**src/rtl/asrm_uart_pkg.sv**
```systemverilog
// asrm_uart_pkg: register map, STATUS bit positions and FSM encodings shared by the UART
package asrm_uart_pkg;
  localparam logic [1:0] OFF_STATUS = 2'd0;
  localparam logic [1:0] OFF_TXDATA = 2'd1;
  localparam logic [1:0] OFF_RXDATA = 2'd2;
  localparam logic [1:0] OFF_DIVISOR = 2'd3;
  localparam int ST_TX_FULL = 0;
  localparam int ST_TX_EMPTY = 1;
  localparam int ST_RX_EMPTY = 2;
  localparam int ST_RX_FULL = 3;
  localparam int ST_RX_OVERRUN = 4;
  localparam int ST_FRAME_ERR = 5;
  localparam int ST_PARITY_ERR = 6;
  localparam int ST_TX_OVERFLOW = 7;
  localparam logic [15:0] DIVISOR_MIN = 16'd4;
  typedef enum logic [2:0] {TX_IDLE, TX_START, TX_DATA, TX_PARITY, TX_STOP} tx_state_t;
  typedef enum logic [2:0] {RX_IDLE, RX_START, RX_DATA, RX_PARITY, RX_STOP} rx_state_t;
endpackage

```
**src/rtl/asrm_uart_fifo_sync.sv**
```systemverilog
// asrm_sync_fifo: synchronous FIFO; a push into a full FIFO succeeds when a pop happens in the same cycle
module asrm_sync_fifo #(
  parameter int W = 8,
  parameter int DEPTH = 4
) (
  input logic clk,
  input logic rst,
  input logic push,
  input logic pop,
  input logic [W-1:0] din,
  output logic [W-1:0] head,
  output logic full,
  output logic empty
);
  localparam int AW = $clog2(DEPTH);
  logic [W-1:0] mem [DEPTH];
  logic [AW-1:0] wp, rp;
  logic [AW:0] cnt;
  logic do_push, do_pop;
  assign do_pop = pop && !empty;
  assign do_push = push && (!full || do_pop);
  assign full = cnt == (AW+1)'(DEPTH);
  assign empty = cnt == '0;
  assign head = mem[rp];
  always_ff @(posedge clk)
    if (rst) begin
      wp <= '0;
      rp <= '0;
      cnt <= '0;
    end else begin
      if (do_push) wp <= wp + AW'(1);
      if (do_pop) rp <= rp + AW'(1);
      cnt <= cnt + (AW+1)'(do_push) - (AW+1)'(do_pop);
    end
  always_ff @(posedge clk)
    if (do_push) mem[wp] <= din;
endmodule

```
**src/rtl/asrm_uart_fifo.sv**
```systemverilog
// asrm_uart_fifo: FIFO-buffered UART with programmable bit divisor and sticky error flags.
// Defining ASRM_UART_PARITY_EN adds an even-parity bit to every frame.
module asrm_uart_fifo
  import asrm_uart_pkg::*;
#(
  parameter int wordsize = 16,
  parameter int base_addr_size = 16,
  parameter logic [base_addr_size-1:0] base_addr = 16'hFF04,
  parameter int clk_freq = 1000000,
  parameter int default_baud = 9600,
  parameter int fifo_depth = 4
) (
  input logic clk,
  input logic reset,
  input logic enable,
  input logic [base_addr_size-1:0] addr,
  input logic write_en,
  input logic [wordsize-1:0] data_in,
  output logic [wordsize-1:0] data_out,
  input logic rx,
  output logic tx,
  output logic irq
);
  localparam logic [15:0] DIV_RESET = 16'(clk_freq / default_baud);
`ifdef ASRM_UART_PARITY_EN
  localparam bit PAR_EN = 1'b1;
`else
  localparam bit PAR_EN = 1'b0;
`endif
  logic [base_addr_size-1:0] off;
  logic [1:0] reg_sel;
  logic sel, wr;
  logic [15:0] div;
  logic [7:4] flags, err_set, err_clr;
  logic [7:0] status;
  logic tx_push, tx_pop, tx_full, tx_empty, rx_push, rx_pop, rx_full, rx_empty;
  logic [7:0] tx_head, rx_head;
  tx_state_t t_state, t_next;
  rx_state_t r_state, r_next;
  logic [15:0] t_cnt, r_cnt;
  logic [2:0] t_idx, r_idx;
  logic [7:0] t_sh, r_sh;
  logic t_par, t_done, r_tick, r_bad, r1, r2, r3, stop_smp, par_fail;
  // wrapping subtraction turns the 4-address window test into one compare
  assign off = addr - base_addr;
  assign sel = enable && off < base_addr_size'(4);
  assign reg_sel = off[1:0];
  assign wr = sel && write_en;
  assign tx_push = wr && reg_sel == OFF_TXDATA;
  assign rx_pop = wr && reg_sel == OFF_RXDATA;
  assign irq = !rx_empty;
  always_ff @(posedge clk)
    if (reset) div <= DIV_RESET;
    else if (wr && reg_sel == OFF_DIVISOR) div <= data_in[15:0] < DIVISOR_MIN ? DIVISOR_MIN : data_in[15:0];
  always_comb begin
    err_set = '0;
    err_set[ST_RX_OVERRUN] = rx_push && rx_full && !rx_pop;
    err_set[ST_FRAME_ERR] = stop_smp && !r2;
    err_set[ST_PARITY_ERR] = par_fail;
    err_set[ST_TX_OVERFLOW] = tx_push && tx_full && !tx_pop;
  end
  assign err_clr = (wr && reg_sel == OFF_STATUS) ? data_in[7:4] : '0;
  always_ff @(posedge clk)
    flags <= reset ? '0 : (flags & ~err_clr) | err_set;
  always_comb begin
    status = {flags, 4'b0};
    status[ST_TX_FULL] = tx_full;
    status[ST_TX_EMPTY] = tx_empty;
    status[ST_RX_EMPTY] = rx_empty;
    status[ST_RX_FULL] = rx_full;
  end
  assign data_out = !sel ? '0
    : reg_sel == OFF_STATUS ? wordsize'(status)
    : reg_sel == OFF_RXDATA ? wordsize'(rx_empty ? 8'h00 : rx_head)
    : reg_sel == OFF_DIVISOR ? wordsize'(div) : '0;
  asrm_sync_fifo #(.W(8), .DEPTH(fifo_depth)) tx_fifo (
    .clk(clk), .rst(reset), .push(tx_push), .pop(tx_pop), .din(data_in[7:0]),
    .head(tx_head), .full(tx_full), .empty(tx_empty)
  );
  asrm_sync_fifo #(.W(8), .DEPTH(fifo_depth)) rx_fifo (
    .clk(clk), .rst(reset), .push(rx_push), .pop(rx_pop), .din(r_sh),
    .head(rx_head), .full(rx_full), .empty(rx_empty)
  );
  assign t_done = t_cnt == 16'd1;
  always_comb begin
    t_next = t_state;
    tx_pop = 1'b0;
    case (t_state)
      TX_IDLE: begin
        tx_pop = !tx_empty;
        t_next = tx_empty ? TX_IDLE : TX_START;
      end
      TX_START: t_next = t_done ? TX_DATA : TX_START;
      TX_DATA: t_next = (t_done && t_idx == 3'd7) ? (PAR_EN ? TX_PARITY : TX_STOP) : TX_DATA;
      TX_PARITY: t_next = t_done ? TX_STOP : TX_PARITY;
      TX_STOP: begin
        tx_pop = t_done && !tx_empty;
        t_next = !t_done ? TX_STOP : tx_empty ? TX_IDLE : TX_START;
      end
      default: t_next = TX_IDLE;
    endcase
  end
  assign tx = t_state == TX_START ? 1'b0
    : t_state == TX_DATA ? t_sh[0]
    : t_state == TX_PARITY ? t_par : 1'b1;
  // the bit counter reloads from div only at bit boundaries, so a divisor write never stretches the current bit
  always_ff @(posedge clk)
    if (reset) begin
      t_state <= TX_IDLE;
      t_cnt <= '0;
      t_idx <= '0;
      t_sh <= '0;
      t_par <= 1'b0;
    end else begin
      t_state <= t_next;
      t_cnt <= (t_state == TX_IDLE || t_done) ? div : t_cnt - 16'd1;
      if (tx_pop) begin
        t_sh <= tx_head;
        t_par <= ^tx_head;
      end else if (t_state == TX_DATA && t_done) t_sh <= t_sh >> 1;
      if (t_state == TX_DATA && t_done) t_idx <= t_idx + 3'd1;
    end
  assign r_tick = r_cnt == 16'd1;
  assign stop_smp = r_state == RX_STOP && r_tick;
  assign par_fail = r_state == RX_PARITY && r_tick && (r2 != ^r_sh);
  assign rx_push = stop_smp && r2 && !r_bad;
  always_comb begin
    r_next = r_state;
    case (r_state)
      RX_IDLE: r_next = (r3 && !r2) ? RX_START : RX_IDLE;
      RX_START: r_next = !r_tick ? RX_START : r2 ? RX_IDLE : RX_DATA;
      RX_DATA: r_next = (r_tick && r_idx == 3'd7) ? (PAR_EN ? RX_PARITY : RX_STOP) : RX_DATA;
      RX_PARITY: r_next = r_tick ? RX_STOP : RX_PARITY;
      RX_STOP: r_next = r_tick ? RX_IDLE : RX_STOP;
      default: r_next = RX_IDLE;
    endcase
  end
  // half-divisor preload lands the start sample mid-bit; the synchroniser delay cancels out against the edge detect
  always_ff @(posedge clk)
    if (reset) begin
      {r3, r2, r1} <= 3'b111;
      r_state <= RX_IDLE;
      r_cnt <= '0;
      r_idx <= '0;
      r_sh <= '0;
      r_bad <= 1'b0;
    end else begin
      {r3, r2, r1} <= {r2, r1, rx};
      r_state <= r_next;
      r_cnt <= (r_state == RX_IDLE) ? {1'b0, div[15:1]} : r_tick ? div : r_cnt - 16'd1;
      if (r_state == RX_DATA && r_tick) begin
        r_sh <= {r2, r_sh[7:1]};
        r_idx <= r_idx + 3'd1;
      end
      r_bad <= (r_state == RX_IDLE) ? 1'b0 : r_bad | par_fail;
    end
endmodule

```
**config.mk**
```make
export PLATFORM = sky130hd
export DESIGN_NAME = asrm_uart_fifo
export DESIGN_NICKNAME = d
export VERILOG_FILES = /design/src/rtl/asrm_uart_pkg.sv /design/src/rtl/asrm_uart_fifo_sync.sv /design/src/rtl/asrm_uart_fifo.sv
export SDC_FILE = /design/constraint.sdc
export NUM_CORES = 1
export LEC_CHECK = 0
export ABC_AREA = 1
export BUFFER_PORTS_ARGS = -buffer_cell sky130_fd_sc_hd__buf_2
export CAP_MARGIN = 10
export CORE_MARGIN = 2
export CORE_UTILIZATION = 50
export DETAILED_ROUTE_END_ITERATION = 7
export PLACE_DENSITY = 0.68
export SLEW_MARGIN = 20
export SYNTH_ARGS = -nofsm -noshare
export SYNTH_HDL_FRONTEND = slang
export SYNTH_SLANG_ARGS = --single-unit
```
**constraint.sdc**
```tcl
create_clock -name clk -period 2.8 [get_ports clk]
set_clock_uncertainty 0.2 [all_clocks]
set_input_delay 0.28 -clock clk [delete_from_list [all_inputs] [get_ports clk]]
set_output_delay 0.28 -clock clk [all_outputs]
set_load 0.005 [all_outputs]
```
==> results.md, run 1 <==
- TritonRoute pass-1 iters: 5
- Compound-Gate Fraction of Synth Area: 12.1%
- Crit end category: output port
- Worst Path Buf+Inv: 2
- R2R Setup Slk: 0.27 ns
- Kind of critical path: reg -> out
- Final nets: 1136
- Post-synthesis mux area share: 0%
- Clk pin slew, worst setup/hold paths: 0.07 ns
- Most common cell after layout, fill and taps aside: nand2_1
- Data required, critical path: 2.32 ns
- RSZ-0062 raised after global routing: no
- Reg2reg path depth: 10
- DR DRC count: 0
- Max-cap violations: 0
- Drt via density: 5.14
- Hold Vio Cnt, Final: 0
- Slew @ Worst Pin: 0.607 ns
- Hold_sp: reset
- Simple-gate area share of the yosys netlist: 24.7%
- Post-synth top flop: dfxtp_1
- Final setup fails: 0
- Clk root buf: clkbuf_16
- Highest-delay cell along the critical path: nor3_1
- Die area: 0.0172 mm2
- Number of synthesized flops with an enable pin: 64
- HPWL after DPL: 12900 um
- Cell area after synthesis: 0.00810 mm2
- Worst r2r src: tx_fifo.cnt[2]
- Leakage: 0.00402 uW
- Yosys warning total: 0
- Area growth syn-to-layout: 16.5%
- Initial antenna violation count: 0
- FILL cells: 1455
- Worst reg2reg path endpoint: tx_fifo.cnt[2]
- CP Depth: 6
- Gr usage total: 23.0%
- Cts hold-fix bufs: 17
- TNS Setup: 0 ns
- CTS tree: done
- Die Y: 131 um
- Largest stage delay on the critical path: 0.48 ns
- Maximum VDD drop: 696 uV
- Clock Path Buffers: 2
- IO Count: 55
- Outcome: complete, no violations
- Yosys cell types: 43
- Commonest non-fill, non-tap cells in the layout: nand2_1 (222), inv_1 (110), dfxtp_1 (103), nor2_1 (102), o21ai_0 (72)
- Crit Path Max Fanout: 5
- Die W: 131 um
- First-pass GRT wire length: 31700 um
- CTS resizes: 0
- WL/cell: 14.4 um
- Critical path data arrival time: 2.15 ns
- Largest net degree at the start of global routing: 33
- PD cells: 742 mW/mm2
- Register area: 0.00398 mm2
- Grt ovf: 0
- H-tree depth: 4
- Cell count after synthesis: 998
- Row count: 46
- Synth async-reset ratio: 0%
- Total power: 7010 uW
- Core Area: 0.0159 mm2
- Hold WC Path Type: in -> reg
- Area of the multi-input gates: 0.00350 mm2
- Synthesis-stage register bit count: 167
- Register area share after synthesis: 49.2%
- Tcrit/Tclk final: 94.0%
- Crit path launch type: register
- WHS Endpoint: r_state[1]
- Setup bufs post-CTS: 0
- Layout cells sized above 1: 13.6%
- Worst-Skew Late Latency: 0.43 ns
- Num CTS Buffers: 17
- Cell Chain, Critical Path: nor3_2, nor3_1, buf_4, nand2_1, a31oi_1, buf_2
- Delay-heaviest family, CP: simple AND/OR/NAND/NOR gates
- Mapped Nets: 1057
- 1st-iter DRT viols: 451
- Relative slew slack: 59.2%
- Fmax: 0.380 GHz
- Min Clock Period, post-route: 2.63 ns
- Synth Area in Adders: 3.58%
- Post-Route WL: 18800 um
- Final Max Slew Viols: 0
- Mean Syn Cell Area: 8.12 um2
- Hold slack: 0.105 ns
- Combinational family with the most area after synthesis: simple AND/OR/NAND/NOR gates
- Vias in the first global route: 6407
- TritonCTS sink count: 167
- Final antenna-violating net count: 0
- Hold depth: 2
- RePlAce Congestion: 0.845
- I/O Buffers: 54
- Starting Density: 51.0%
- Antenna diodes: 0
- Vias: 6709
- XOR/XNOR Fraction of Synth Area: 2.81%
==> stage by stage <==
step | cell area [um2] | instances | utilization, % | setup WS, ns
after global placement | 8640 | 1257 | 54.4 | 0.294
after floorplan | 8100 | 998 | - | 0.410
after detailed placement | 8640 | 1257 | 54.4 | 0.200
after CTS | 9440 | 1306 | 59.4 | 0.145
after global routing | 9440 | 1306 | 59.4 | 0.0241
final | 9440 | 1306 | 59.4 | 0.167
==> how the worst max path moves through the flow <==
stage	from	end
2_1_floorplan	t_cnt[1]	tx_fifo.cnt[2]
3_3_place_gp	addr[4]	rx_fifo.cnt[2]
3_5_place_dp	addr[4]	rx_fifo.cnt[2]
4_1_cts	rx_fifo.cnt[1]	data_out[2]
5_1_grt	t_cnt[1]	tx_fifo.cnt[2]
6_report	rx_fifo.cnt[1]	data_out[2]
==> state kept, by name, summed over array words and instances (netlist names), 4 cells and up, named ones only <==
signal	cells
r_cnt	16
div	16
flags	4
rx_fifo.mem	32
t_cnt	16
tx_fifo.mem	32
t_sh	8
r_sh	8
==> worst reg2reg max path, cell delays in order (launching register included) <==
cell     delay, ns
dfxtp_1       0.33
nor3_1        0.42
nor2_2        0.17
nand2_4       0.14
inv_2         0.06
ha_1          0.27
inv_1         0.04
ha_1          0.18
fa_1          0.37
xnor2_1       0.16
nor2_1        0.05
==> power breakdown <==
part,total [uW],internal [uW],switching [uW]
clock network,2450,1450,997
logic,1720,610,1110
registers,2840,2690,150
total,7010,4750,2250
==> cells in the mapped netlist (4+ instances only) <==
cell type | count | area (um2)
buf_2 | 11 | 55.1
nor3_2 | 4 | 40.0
o211ai_1 | 7 | 52.6
nor2_1 | 102 | 383
nand3_1 | 70 | 350
nand2_2 | 4 | 25.0
ha_1 | 20 | 250
inv_2 | 6 | 22.5
edfxtp_1 | 64 | 1920
nor3_1 | 21 | 105
xnor2_1 | 14 | 123
xor2_1 | 12 | 105
inv_1 | 109 | 409
nor4_1 | 5 | 31.3
nor2_2 | 9 | 56.3
dfxtp_1 | 103 | 2060
nand2_1 | 222 | 833
a31oi_1 | 14 | 87.6
buf_4 | 4 | 30.0
o22ai_1 | 11 | 68.8
nand2_4 | 6 | 67.6
o21ai_0 | 72 | 360
a211oi_1 | 7 | 52.6
a21oi_1 | 55 | 275
clkbuf_1 | 15 | 56.3
==> per-layer routing <==
metal  vias to the layer above  track usage [%]  part of all wire, %
li1                       3468                -                    -
met4                         0             7.97                  2.1
met1                      3091             29.1                   45
met2                       123             39.4                   50
met5                         -                0                    0
met3                        27             4.63                  3.6
==> layout make-up <==
| class | count | area share, % |
|---|---|---|
| Sequential cell | 167 | 42.2 |
| Tap cell | 216 | 2.86 |
| Timing Repair Buffer | 93 | 6.41 |
| Inverter | 118 | 4.74 |
| Clock buffer | 20 | 5.18 |
| Clock inverter | 12 | 1.47 |
| Multi-Input combinational cell | 680 | 37.1 |
==> cell families (layout without fill, tap and decap cells) <==
logic type      Yosys count  count (layout)
simple gates            455             455
xor+xnor                 26              26
buf+inv                 151             243
flops                   167             167
compound gates          177             177
fa+ha+maj                22              22
(Power assumes the default switching activity.)
==> inputs of run 2 (changes only) <==
--- a/config.mk
+++ b/config.mk
@@ -8,10 +8,12 @@
 export ABC_AREA = 1
 export BUFFER_PORTS_ARGS = -buffer_cell sky130_fd_sc_hd__buf_2
 export CAP_MARGIN = 10
+export CELL_PAD_IN_SITES_DETAIL_PLACEMENT = 1
+export CELL_PAD_IN_SITES_GLOBAL_PLACEMENT = 1
 export CORE_MARGIN = 2
-export CORE_UTILIZATION = 50
+export CORE_UTILIZATION = 46
 export DETAILED_ROUTE_END_ITERATION = 7
-export PLACE_DENSITY = 0.68
+export PLACE_DENSITY_LB_ADDON = 0.1
 export SLEW_MARGIN = 20
 export SYNTH_ARGS = -nofsm -noshare
 export SYNTH_HDL_FRONTEND = slang
==> results.md, run 2 (synthesis gave the netlist of run 1 again) <==
- Outcome: complete, no violations
- Worst reg2reg path endpoint: tx_fifo.cnt[2]
- Critical path data arrival time: 2.72 ns (+0.57 ns)
- Slew @ Worst Pin: 0.514 ns (-0.0935 ns)
- Drt via density: 5.31 (+3.3%)
- Largest stage delay on the critical path: 0.38 ns (-0.10 ns)
- Hold WC Path Type: in -> reg
- Reg2reg path depth: 14 (+4)
- Hold Vio Cnt, Final: 0 (unchanged)
- Sw frac: 33.2% (+1.1 points)
- Final antenna-violating net count: 0 (unchanged)
- CTS tree: done
- Initial antenna violation count: 0 (unchanged)
- CP Launch Point: t_cnt[1]
- Hold depth: 5 (+3)
- Worst-Skew Late Latency: 0.43 ns (about the same)
- Die area: 0.0187 mm2 (+8.4%)
- First-pass GRT wire length: 35700 um (+12%)
- Core Area: 0.0172 mm2 (+8.5%)
- Fmax: 0.383 GHz (+0.91%)
- Delay-heaviest family, CP: adder cells
- Layout cells sized above 1: 13.6% (+0.054 points)
- PD cells: 747 mW/mm2 (+0.70%)
- Sw power: 2350 uW (+4.2%)
- Min Clock Period, post-route: 2.61 ns (-0.0237 ns)
- Post-Route WL: 22300 um (+19%)
- Antenna diodes: 0 (unchanged)
- Max-cap violations: 0 (unchanged)
- FILL cells: 2112 (+45%)
- Gr usage total: 24.8% (+1.7 points)
- Vias: 6996 (+4.3%)
- TNS Setup: 0 ns (unchanged)
- Vias in the first global route: 7015 (+9.5%)
- Starting Density: 47.0% (-4.0 points)
- Worst Path Buf+Inv: 3 (+1)
- Gate power share: 25.6% (+1.1 points)
- Clk pin slew, worst setup/hold paths: 0.06 ns (about the same)
- Worst r2r src: t_cnt[1]
- Internal: 4720 uW (-0.62%)
- Crit path launch type: register
- R2R Setup Slk: 0.19 ns (-0.08 ns)
- Data required, critical path: 2.91 ns (+0.59 ns)
- RePlAce Congestion: 0.794 (-6.1%)
- Final setup fails: 0 (unchanged)
- TritonRoute pass-1 iters: 5 (unchanged)
- Cell area after layout: 0.00946 mm2 (+0.24%)
- Hold_sp: addr[0]
- Clock share of power: 34.1% (-0.9 points)
- Final Max Slew Viols: 0 (unchanged)
- Most common cell after layout, fill and taps aside: nand2_1
- Highest-delay cell along the critical path: fa_1
- 1st-iter DRT viols: 341 (-24%)
- Seq pwr share: 40.3% (-0.2 points)
- HPWL after DPL: 15600 um (+21%)
- Kind of critical path: reg -> reg
- Row count: 48 (+4.3%)
- Crit end category: register
- Cell mode on critical path: ha_1
- Leakage: 0.00401 uW (-0.11%)
- Grt ovf: 0 (unchanged)
- TritonCTS sink count: 167 (unchanged)
- Maximum VDD drop: 485 uV (-30%)
- Die W: 137 um (+4.1%)
- Cell Area, Placed: 0.00865 mm2 (+0.13%)
- Clk root buf: clkbuf_16
- Cell Chain, Critical Path: inv_1, ha_1, nand3_1, nor3_2, nand2_2, nand2_4, nand2_8, inv_2, ha_1, inv_1, ha_1, fa_1, xnor2_1, nor2_1
- Commonest non-fill, non-tap cells in the layout: nand2_1 (222), inv_1 (109), dfxtp_1 (103), nor2_1 (102), o21ai_0 (72)
- Post-Layout Cell Count: 1318 (+0.92%)
- RSZ-0062 raised after global routing: yes
- IO Count: 55 (unchanged)
- Largest net degree at the start of global routing: 33 (unchanged)
- DR DRC count: 0 (unchanged)
- WHS Endpoint: flags[7]
- Crit Path Max Fanout: 14 (+9)
- I/O Buffers: 54 (unchanged)
- Area growth syn-to-layout: 16.8%
- H-tree depth: 4 (unchanged)
- Relative slew slack: 65.7% (+6.5 points)
- Die Y: 137 um (+4.1%)
- Placed instance count: 1266 (+0.72%)
- Tcrit/Tclk final: 93.2% (-0.85 points)
- Final nets: 1139 (+0.26%)
- Num CTS Buffers: 17 (unchanged)
- Clock Path Buffers: 2 (unchanged)
- WL/cell: 16.9 um (+18%)
- Largest registers: rx_fifo.mem: 32 flops, tx_fifo.mem: 32 flops
[run 2: stage by stage]
step                      hold slack [ns]  setup WS [ns]  util (%)  power [uW]
after CTS                           0.135         0.0900      54.7        7100
final                               0.167          0.191      54.9        7070
after global placement              0.193          0.184      50.2        4570
after floorplan                     0.179          0.410         -        4210
after detailed placement            0.203          0.106      50.2        4640
after global routing                0.196        -0.0346      54.9        7470
[run 2: timing repair]
| item | CTS | global route |
|---|---|---|
| resized for setup | 0 | 3 |
| endpoints found under the setup margin | 0 | 4 |
| hold endpoints to repair | 47 | 0 |
| hold buffers | 18 | 0 |
| buffers inserted | 0 | 2 |
[run 2: worst max path at each step]
stage / depth (start not counted) / end / slack, ns
final: 14 / tx_fifo.cnt[2] / 0.19
after global routing: 14 / tx_fifo.cnt[2] / -0.03
after CTS: 10 / tx_fifo.cnt[2] / 0.09
after detailed placement: 10 / tx_fifo.cnt[2] / 0.11
after global placement: 10 / tx_fifo.cnt[2] / 0.18
after floorplan: 14 / tx_fifo.cnt[2] / 0.41
[run 2: layer usage]
layer  vias up  track usage, %  wire (um)
met4         0            6.48        325
li1       3464               -          -
met3        27            4.26        763
met1      3404            30.8       9850
met5         -               0          0
met2       101            44.4      11400
[run 2: worst reg2reg max path: cells and delay by family (launching register included)]
kind                       cells  cell delay (ns)
xor gates and xnor gates       1             0.18
buffers and inverters          3             0.24
and+or+nand+nor                6             0.67
adders and majority gates      4             0.89
DFF                            1             0.31
[run 2: power groups by stage]
stage | registers (uW) | clock network, uW | logic (uW)
finish | 2850 | 2410 | 1810
detailed placement | 2900 | 0 | 1750
CTS | 2850 | 2460 | 1800
global route | 2870 | 2530 | 2060
global placement | 2890 | 0 | 1680
floorplan | 2840 | 0 | 1380
[run 2: area by class of cell]
type / instances / area, um2 / share of cell area, %
multi-input cells: 680 / 3520 / 37.2
inverters: 118 / 448 / 4.73
well taps: 225 / 282 / 2.98
repair buffers: 96 / 631 / 6.66
clock inverters: 13 / 153 / 1.61
clock buffers: 19 / 443 / 4.68
flip-flops and latches: 167 / 3980 / 42.1
==> inputs of run 3 (changes only) <==
--- a/config.mk
+++ b/config.mk
@@ -17,4 +17,5 @@
 export SLEW_MARGIN = 20
 export SYNTH_ARGS = -nofsm -noshare
 export SYNTH_HDL_FRONTEND = slang
+export SYNTH_HIERARCHICAL = 1
 export SYNTH_SLANG_ARGS = --single-unit
==> results.md, run 3 <==
- Max-cap violations: 0 (unchanged)
- DR DRC count: 0 (unchanged)
- First-pass GRT wire length: 35800 um (+0.31%)
- RSZ-0062 raised after global routing: no
- Register area share after synthesis: 49.6% (+0.44 points)
- TritonRoute pass-1 iters: 5 (unchanged)
- Largest net degree at the start of global routing: 43 (+30%)
- Cell count after synthesis: 957 (-4.1%)
- Most numerous cell in the Yosys netlist: nor2_1
- Min Clock Period, post-route: 2.61 ns (-0.00169 ns)
- 1st-iter DRT viols: 307 (-10%)
- Gr usage total: 24.7% (-0.10 points)
- Final antenna-violating net count: 0 (unchanged)
- Largest stage delay on the critical path: 0.41 ns (+0.03 ns)
- Most common cell after layout, fill and taps aside: nor2_1
- Largest cells by area after synthesis: dfxtp_1 (26%), edfxtp_1 (24%), nor2_1 (7.3%)
- Final setup margin: 0.193 ns (+0.00169 ns)
- Clk root buf: clkbuf_16
- Maximum VDD drop: 546 uV (+13%)
- Hold WC Path Type: in -> reg
- Setup bufs post-CTS: 0 (unchanged)
- Leakage: 0.00384 uW (-4.2%)
- Highest-delay cell along the critical path: fa_1
- Die Y: 136 um (-0.44%)
- Yosys cell types: 47 (+9.3%)
- Post-synth top flop: dfxtp_1
- Clk pin slew, worst setup/hold paths: 0.07 ns (about the same)
- Final Max Slew Viols: 0 (unchanged)
- Vias in the first global route: 7115 (+1.4%)
- HPWL after DPL: 15300 um (-2.0%)
- Final core occ: 55.1% (+0.24 points)
- PD cells: 533 mW/mm2 (-29%)
- Synthesis-stage register bit count: 167 (unchanged)
- TNS Setup: 0 ns (unchanged)
- Commonest cells in the netlist: nor2_1 (157), inv_1 (109), nand2_1 (109)
- Cell mode on critical path: nand2_1
- Starting Density: 46.8% (-0.26 points)
- Final nets: 1115 (-2.1%)
- Vias: 6864 (-1.9%)
- Crit end category: register
- Yosys warning total: 6 (+6)
- Antenna diodes: 0 (unchanged)
- I/O Buffers: 54 (unchanged)
- Area growth syn-to-layout: 17.9%
- CTS tree: done
- Cell area after synthesis: 0.00803 mm2 (-0.90%)
- Hold slack: 0.170 ns (+0.00296 ns)
- IO Count: 55 (unchanged)
- Clock Path Buffers: 2 (unchanged)
- Kind of critical path: reg -> reg
- Commonest non-fill, non-tap cells in the layout: nor2_1 (153), inv_1 (109), nand2_1 (109), dfxtp_1 (102), o21ai_0 (95)
- Die W: 136 um (-0.44%)
- Mean Syn Cell Area: 8.39 um2 (+3.4%)
- Grt ovf: 0 (unchanged)
- WL/cell: 16.7 um (-1.2%)
- Fmax: 0.384 GHz (about the same)
- Synth async-reset ratio: 0% (unchanged)
- Mapped Nets: 1014 (-4.1%)
- Num CTS Buffers: 17 (unchanged)
- Crit path launch type: register
- FILL cells: 2129 (+0.80%)
- Relative slew slack: 53.1% (-13 points)
- Row count: 48 (unchanged)
- Hold Vio Cnt, Final: 0 (unchanged)
- Worst-Skew Late Latency: 0.43 ns (about the same)
- Final setup fails: 0 (unchanged)
- Core Area: 0.0172 mm2 (-0.35%)
- Tcrit/Tclk final: 93.1% (about the same)
- Outcome: complete, no violations
- Initial antenna violation count: 0 (unchanged)
- Crit Path Max Fanout: 4 (-10)
- Die area: 0.0185 mm2 (-0.87%)
- Synth area leader: dfxtp_1
- RePlAce Congestion: 0.843 (+6.3%)
- Number of synthesized flops with an enable pin: 64 (unchanged)
- Post-Route WL: 21700 um (-2.8%)
- Share of the synthesized area in the top cell type: 25.7% (+0.23 points)
- Critical path data arrival time: 2.71 ns (about the same)
- Cell Chain, Critical Path: nor2_2, nand2_1, nor2_2, nand4_1, nand2_1, nand2_1, inv_2, nand2_4, or2_4, nand2_2, ha_1, fa_1, inv_1, nor2_1
- Place WS: 0.00604 ns (-0.100 ns)
- Slew @ Worst Pin: 0.700 ns (+0.187 ns)
- Layout cells sized above 1: 16.2% (+2.5 points)
- Data required, critical path: 2.90 ns (about the same)
- Largest registers: rx_fifo/mem: 32 flops, tx_fifo/mem: 32 flops
- TritonCTS sink count: 167 (unchanged)
- Drt via density: 5.30 (-0.22%)
- H-tree depth: 4 (unchanged)
[run 3: cell types whose count changed in the layout (fill, tap and decap cells not counted), moves of 5 or more]
| cell | change |
|---|---|
| a21oi_1 | +5 |
| nor3_2 | -5 |
| nand2_1 | -113 |
| nor2_1 | +51 |
| xor2_1 | +6 |
| buf_4 | +10 |
| nor2_2 | +8 |
| nand3_1 | -23 |
| o211ai_1 | -7 |
| o22ai_1 | +14 |
| o21ai_0 | +23 |
[run 3: layer usage]
metal / wire (um) / track usage [%]
met5: 0 / 0
met4: 265 / 6.25
met3: 666 / 4.33
met2: 10900 / 43.2
met1: 9880 / 31.6
[run 3: report_power, final]
part,switching (uW),internal (uW)
Clock,1030,1250
Sequential,8.65,2520
Combinational,152,90.3
Total,1190,3860
[run 3: worst paths after layout]
check | from | endpoint | slack (ns) | cells past startpoint
max reg2reg | t_cnt[10] | tx_fifo/cnt[1] | 0.19 | 14
min | write_en | div[5] | 0.17 | 4
max | t_cnt[10] | tx_fifo/cnt[1] | 0.19 | 14
min reg2reg | r1 | r2 | 0.22 | 1
[run 3: final cells by class]
cell class | count | area [um2] | share of cell area [%]
tap | 225 | 282 | 2.97
multi-input combinational | 648 | 3500 | 36.9
inverter | 118 | 443 | 4.68
sequential | 167 | 3990 | 42.1
timing repair buffer | 106 | 706 | 7.45
clock buffer | 20 | 442 | 4.66
clock inverter | 12 | 119 | 1.25
[run 3: what timing repair did]
item,CTS,global route
hold endpoints to repair,48,0
pin swaps,0,2
cloned,0,0
hold buffers,18,0
gates resized for setup,1,9
setup endpoints to repair,1,6
[run 3: kinds of logic (layout without fill, tap and decap cells)]
group,Yosys count,count (layout),share of synthesized area (%)
buf+inv,142,256,7.29
xor+xnor,32,32,3.49
flops,167,167,49.6
fa+ha+maj,20,20,3.30
simple gates,378,378,21.2
compound gates,218,218,15.1
[run 3: metrics by stage]
stage,area [um2],cells,power (uW)
5_1_grt,9470,1296,5200
2_1_floorplan,8030,957,2710
3_3_place_gp,8700,1246,2800
6_report,9470,1296,5050
4_1_cts,9440,1296,5090
3_5_place_dp,8700,1246,2800
[run 3: critical path: cells and delay by family, from the launching register on]
family	cells	cell delay, ns
flops	1	0.35
buf+inv	2	0.19
simple gates	10	1.15
fa+ha+maj	2	0.58
